**config.mk**
```make
export PLATFORM = sky130hd
export DESIGN_NAME = sys_mac_pe
export DESIGN_NICKNAME = d
export VERILOG_FILES = /design/src/rtl/sys_mac_pe.sv
export SDC_FILE = /design/constraint.sdc
export NUM_CORES = 1
export LEC_CHECK = 0
export ABC_AREA = 1
export CORE_ASPECT_RATIO = 0.5
export CORE_MARGIN = 8
export CORE_UTILIZATION = 58
export CTS_CLUSTER_DIAMETER = 40
export DETAILED_ROUTE_END_ITERATION = 6
export MAX_ROUTING_LAYER = met4
export PLACE_DENSITY = 0.83
export SKIP_CTS_REPAIR_TIMING = 1
export SLEW_MARGIN = 20
export SYNTH_ARGS = -nofsm -noshare
export SYNTH_HDL_FRONTEND = slang
export SYNTH_SLANG_ARGS = --single-unit
```
**constraint.sdc**
```tcl
create_clock -name clk -period 9.8 [get_ports clk]
set_input_delay 0.98 -clock clk [delete_from_list [all_inputs] [get_ports clk]]
set_output_delay 0.98 -clock clk [all_outputs]
set_load 0.01 [all_outputs]
```
**src/rtl/sys_mac_pe.sv**
```systemverilog
// Weight-stationary MAC processing element: held weight, per-tile accumulation
// over k_len beats, double-buffered result with valid/ready drain.
module sys_mac_pe #(
    parameter int W     = 8,
    parameter int ACC_W = 24,
    parameter int NCH   = 3,
    parameter int SAT   = 1,
    parameter int CNT_W = 8
) (
    input  logic                 clk,
    input  logic                 rst,
    input  logic                 clear,
    input  logic                 w_load,
    input  logic [W-1:0]         w_in,
    output logic [W-1:0]         w_q,
    input  logic [NCH*W-1:0]     a_in,
    input  logic [NCH-1:0]       a_valid,
    output logic [NCH*W-1:0]     a_out,
    output logic [NCH-1:0]       a_valid_out,
    input  logic [CNT_W-1:0]     k_len,
    output logic [ACC_W-1:0]     res_data,
    output logic                 res_valid,
    input  logic                 res_ready,
    output logic                 busy,
    output logic                 overrun,
    output logic                 sat_hit
);

    localparam int SW = ACC_W + 1;
    localparam logic signed [ACC_W-1:0] ACC_MAX = {1'b0, {(ACC_W-1){1'b1}}};
    localparam logic signed [ACC_W-1:0] ACC_MIN = {1'b1, {(ACC_W-1){1'b0}}};

    typedef enum logic [0:0] {IDLE = 1'b0, ACC = 1'b1} state_t;

    state_t                   state_q, state_d;
    logic [CNT_W-1:0]         cnt_q, cnt_d;
    logic [CNT_W-1:0]         k_len_q, k_len_d;
    logic signed [ACC_W-1:0]  acc_q, acc_d;
    logic [ACC_W-1:0]         res_data_q, res_data_d;
    logic                     res_valid_q, res_valid_d;
    logic                     overrun_q, overrun_d;
    logic                     sat_hit_q, sat_hit_d;
    logic [W-1:0]             w_d;
    logic [NCH*W-1:0]         a_out_q;
    logic [NCH-1:0]           a_valid_out_q;

    logic                     beat_s;
    logic signed [W-1:0]      a_sel_s;
    logic signed [2*W-1:0]    prod_s;
    logic signed [SW-1:0]     sum_s;
    logic signed [ACC_W-1:0]  res_s;
    logic                     sat_s;
    logic [CNT_W-1:0]         k_eff_s;
    logic [CNT_W:0]           cnt_inc_s;
    logic                     complete_s;

    // Lowest-index valid channel wins; products are summed one bit wider to catch overflow.
    always_comb begin
        beat_s  = |a_valid;
        a_sel_s = {W{1'b0}};
        for (int i = NCH - 1; i >= 0; i--) begin
            a_sel_s = a_valid[i] ? $signed(a_in[i*W +: W]) : a_sel_s;
        end
        prod_s = a_sel_s * $signed(w_q);
        sum_s  = SW'(acc_q) + SW'(prod_s);
        if ((SAT != 0) && (sum_s[ACC_W] != sum_s[ACC_W-1])) begin
            sat_s = 1'b1;
            res_s = sum_s[ACC_W] ? ACC_MIN : ACC_MAX;
        end else begin
            sat_s = 1'b0;
            res_s = sum_s[ACC_W-1:0];
        end
        k_eff_s   = (k_len == {CNT_W{1'b0}}) ? CNT_W'(1'b1) : k_len;
        cnt_inc_s = {1'b0, cnt_q} + {{CNT_W{1'b0}}, 1'b1};
    end

    // Tile sequencing, completion and result drain.
    always_comb begin
        state_d     = state_q;
        cnt_d       = cnt_q;
        k_len_d     = k_len_q;
        acc_d       = acc_q;
        res_data_d  = res_data_q;
        res_valid_d = res_valid_q;
        overrun_d   = overrun_q;
        sat_hit_d   = sat_hit_q;
        complete_s  = 1'b0;
        w_d         = w_load ? w_in : w_q;

        if (clear) begin
            state_d   = IDLE;
            cnt_d     = {CNT_W{1'b0}};
            acc_d     = {ACC_W{1'b0}};
            overrun_d = 1'b0;
            sat_hit_d = 1'b0;
        end else if (beat_s) begin
            sat_hit_d = sat_hit_q | sat_s;
            case (state_q)
                IDLE: begin
                    k_len_d = k_eff_s;
                    if (k_eff_s == CNT_W'(1'b1)) begin
                        complete_s = 1'b1;
                    end else begin
                        state_d = ACC;
                        cnt_d   = CNT_W'(1'b1);
                        acc_d   = res_s;
                    end
                end
                ACC: begin
                    if (cnt_inc_s == {1'b0, k_len_q}) begin
                        complete_s = 1'b1;
                        state_d    = IDLE;
                        cnt_d      = {CNT_W{1'b0}};
                    end else begin
                        cnt_d = cnt_inc_s[CNT_W-1:0];
                        acc_d = res_s;
                    end
                end
                default: begin
                    state_d = IDLE;
                    cnt_d   = {CNT_W{1'b0}};
                    acc_d   = {ACC_W{1'b0}};
                end
            endcase
        end else begin
            state_d = state_q;
        end

        // A completion lands in the output buffer even if the old result was never taken.
        if (complete_s) begin
            acc_d       = {ACC_W{1'b0}};
            res_data_d  = res_s;
            res_valid_d = 1'b1;
            if (res_valid_q && !res_ready) begin
                overrun_d = 1'b1;
            end else begin
                overrun_d = overrun_q;
            end
        end else if (res_valid_q && res_ready) begin
            res_valid_d = 1'b0;
        end else begin
            res_valid_d = res_valid_q;
        end
    end

    // State and output registers; pass-through ignores clear.
    always_ff @(posedge clk) begin
        if (rst) begin
            state_q       <= IDLE;
            cnt_q         <= {CNT_W{1'b0}};
            k_len_q       <= {CNT_W{1'b0}};
            acc_q         <= {ACC_W{1'b0}};
            res_data_q    <= {ACC_W{1'b0}};
            res_valid_q   <= 1'b0;
            overrun_q     <= 1'b0;
            sat_hit_q     <= 1'b0;
            w_q           <= {W{1'b0}};
            a_out_q       <= {(NCH*W){1'b0}};
            a_valid_out_q <= {NCH{1'b0}};
        end else begin
            state_q       <= state_d;
            cnt_q         <= cnt_d;
            k_len_q       <= k_len_d;
            acc_q         <= acc_d;
            res_data_q    <= res_data_d;
            res_valid_q   <= res_valid_d;
            overrun_q     <= overrun_d;
            sat_hit_q     <= sat_hit_d;
            w_q           <= w_d;
            a_out_q       <= a_in;
            a_valid_out_q <= a_valid;
        end
    end

    assign a_out       = a_out_q;
    assign a_valid_out = a_valid_out_q;
    assign res_data    = res_data_q;
    assign res_valid   = res_valid_q;
    assign overrun     = overrun_q;
    assign sat_hit     = sat_hit_q;
    assign busy        = (state_q == ACC);

endmodule

```
==> results <==
- Setup violations remaining at the end of the flow were counted as 0.
- The number of antenna violations at the first check in global routing is 0.
- The area of the die is about 20000 um2.
- The share of final-layout standard cells stronger than drive strength 1 is 0.0334.
- The finished layout cell area is approximately 11000 um2.
- The checks that failed: design-rule violations.
- The worst path needs between 8 and 9 ns of the cycle, external delays included.
- The clock reaches the later pin of the worst-skew pair after 0.35 ns.
- The clock edge transition at the registers on the reported setup and hold paths is approximately 0.080 ns.
- The sequential element share of the synthesized area is 0.229.
- The biggest area contributor in the post-synthesis netlist is fa_1.
- Setup repair after global routing left no endpoint under its margin.
- In this design, the stage delay of the slowest critical-path cell is slightly above 0.8 ns.
- For this design the ratio of total power to cell area is between 200 and 300 nW/um2.
- Measured against its own limit, the worst slew margin works out to 0.285.
- In this run the worst hold path is classified as reg -> reg.
- The first detailed-routing pass took 7 iterations.
- For the worst setup path, the data required time is 10.08 ns.
- The first global-routing pass estimated about 39000 um of wire.
- The async set-reset flop share out of synthesis is 0.
- The overall fraction of global-route tracks in use is 0.242.
- The clock tree root driver cell is clkbuf_16.
- Routability-driven placement finished with a final weighted congestion of a little over 0.9.
- The number of DRC violations after detailed-routing iteration 0 is slightly below 500.
- The placed instance area is 10200 um2.
- The mapped netlist covers between 9000 and 10000 um2.
- The worst setup path is of the in -> reg kind.
- The antenna diode count is 0.
- The design draws ~2.8 mW.
- The die is around 100 um tall.
- The count of state elements after synthesis is 103.
- The maximum fanout count along the critical path is 24.
- The largest net degree at the start of global routing is 74.
- In the post-synthesis netlist, the biggest area contributors are fa_1 (24%), dfxtp_1 (23%), nand2_1 (12%).
- The via count is approximately 7.8k.
- The minimum setup slack in the final design is around 1.4 ns.
- Among all flip-flop cells after synthesis, the most frequent one is dfxtp_1.
- The share of the cycle needed by the critical path after routing is 0.858.
- Static timing analysis puts the maximum clock frequency at 119 MHz.
- The placement row count is 32.
- Of the post-synthesis cell area, the dominant cell type holds 0.240.
- The most instantiated library cell after synthesis is nand2_1.
- The number of pins with negative max-slew slack in the final report is 0.
- The number of nets at the end of the flow is around 1.5k.
- Measured along the x axis, the die boundary spans approximately 190 um.
- The synthesized netlist contains 32 unique library cells.
- The maximum clock path buffer count is 2.
- The via count of the first global-routing pass was about 8.1k.
- The nature of the critical path startpoint is a primary input.
- After detailed placement, the design holds a cell count of ~1.5k.
- For this design, the sink count on the clock tree is around 100.
- For this configuration, the core starts out at a cell density of 0.589.
- During placement, the flow inserted port buffers numbering 110.
- For this run the aggregate overflow at the end of global routing stands at 0.
- The routed design has ~23000 um of wire.
- The final hold violation count is 0.
- The remaining antenna violation count is 0.
- The count of placed standard cells in the final layout, fillers left out is approximately 1.5k.
- Before CTS, the worst setup slack after placement is approximately 1.2 ns.
- The maximum level of the CTS H-tree is 3.
- TritonCTS built the clock tree.
- The signal on the critical path passes through clkdlybuf4s50_1 -> nor2_1 -> nand2_1 -> clkinv_1 -> a21oi_1 -> o21ai_0 -> inv_1 -> nand2_1 -> fa_1 -> inv_1 -> fa_1 -> fa_1 -> fa_1 -> fa_1 -> ha_1 -> a21oi_1 -> nand2_1 -> nand3_1 -> nand3_1 -> nand2_1 -> nand4_1 -> nand2_1 -> nor2_1 -> nor2_1.
- The flow ran to the end, but the final reports show violations.
- The post-route clock skew is approximately 0.015 ns.
- Compared with the post-synthesis result, the final layout area differs by 17.4%.
- The I/O pin count is between 100 and 150.
- The instance count of the mapped netlist is ~1.2k.
- The core footprint is 15300 um2.
- The number of enable flip-flop cells after synthesis is 0.
- The number of warnings reported in the yosys synthesis log is 0.
- The worst-case IR drop observed on VDD is between 0.2 and 0.3 mV.
- For this run, design rule violations remaining after detail routing come to 1.
- The commonest cells after synthesis are nand2_1 (280), inv_1 (224), nor2_1 (201), fa_1 (108), dfxtp_1 (103).
- The number of buffers added by the clock tree synthesis step is 9.
- The post-synth net total is roughly 1.4k.
- The via density per instance is ~5.1.
- The critical path arrival is 8.68 ns.
- The average size of a mapped cell is about 7.4 um2.
- The number of violations of the max-capacitance limit is 0.
- Setup total negative slack on the finished layout was measured at 0 ns.
- For this design, the slowest cell found on the critical path is nand4_1.
- Summed over all cells, the static leakage comes to 5.45 nW.
- Fill cells in the final layout number between 1k and 1.5k.
- The wire-length estimate of the detail-placed layout is between 15000 and 20000 um.
- In the final routed layout, each cell accounts on average for around 15 um.
- STA classifies the critical path endpoint as a flip-flop.
- For the pin with the worst max-slew slack, the measured transition is 1.07 ns.
## state kept, by name (all words and copies together), names as in the netlist
| name | count |
|---|---|
| a_out | 24 |
| a_valid_out | 3 |
| acc_q | 24 |
| busy | 1 |
| cnt_q | 8 |
| k_len_q | 8 |
| overrun | 1 |
| res_data | 24 |
| res_valid | 1 |
| sat_hit | 1 |
| w_q | 8 |
## stage by stage
step           utilization  hold WS (ns)
5_1_grt              0.691         0.484
3_3_place_gp         0.670         0.452
4_1_cts              0.691         0.462
6_report             0.691         0.462
2_1_floorplan            -         0.445
3_5_place_dp         0.670         0.452
## worst paths after layout
check	startpoint	to	slack (ns)	cells after the start
worst min register to register	overrun	overrun	0.46	2
worst max register to register	w_q[0]	acc_q[1]	3.47	20
worst min-delay path	overrun	overrun	0.46	2
worst max-delay path	a_valid[1]	acc_q[1]	1.39	24
## worst max-delay path, delay by kind of cell
kind | cells | cell delay (ns)
compound gates | 3 | 0.62
fa+ha+maj | 6 | 2.87
buf+inv | 4 | 1.55
simple gates | 11 | 2.62
## report_power, final
part           internal, mW  switching [mW]  total [mW]
registers             0.468          0.0405       0.508
logic                 0.693            1.24        1.93
clock network         0.213           0.179       0.392
total                  1.37            1.46        2.83
## area by class of cell
class,count,area [um2],share of cell area
Sequential cell,103,2060,0.195
Clock inverter,6,86.3,0.00817
Tap cell,204,255,0.0241
Inverter,227,852,0.0806
Timing Repair Buffer,115,1140,0.108
Clock buffer,10,239,0.0226
Multi-Input combinational cell,858,5940,0.562
## metal layers
metal | vias up | share of wire | track usage
li1 | 3873 | - | -
met1 | 3704 | 0.45 | 0.309
met2 | 199 | 0.47 | 0.400
met3 | 29 | 0.055 | 0.0355
met4 | 0 | 0.018 | 0.0607
met5 | - | 0 | -
## logic make-up (layout without fill, tap and decap cells)
family | after synthesis | after routing | share of synthesized area
buffers and inverters | 256 | 358 | 0.112
and+or+nand+nor | 589 | 589 | 0.270
DFF | 103 | 103 | 0.229
xor gates and xnor gates | 18 | 18 | 0.0175
AOI/OAI and AO/OA | 86 | 86 | 0.0524
adders and majority gates | 165 | 165 | 0.319
## cells in the final DEF, fill, tap and decap left out, types with 2 or more instances in the layout
| master | count |
|---|---|
| nand2_1 | 280 |
| inv_1 | 223 |
| nor2_1 | 200 |
| clkdlybuf4s50_1 | 110 |
| fa_1 | 108 |
| dfxtp_1 | 103 |
| nand3_1 | 60 |
| ha_1 | 57 |
| a21oi_1 | 42 |
| o21ai_0 | 29 |
| nand4_1 | 14 |
| or2_2 | 14 |
| xor2_1 | 12 |
| clkbuf_16 | 9 |
| o21bai_1 | 7 |
| o211ai_1 | 6 |
| xnor2_1 | 6 |
| nand3b_1 | 6 |
| buf_4 | 5 |
| nor2_2 | 4 |
| nor3_1 | 4 |
| clkinv_1 | 3 |
| and2_1 | 2 |
| inv_8 | 2 |
No activity file was read; power rests on OpenSTA's default activity.
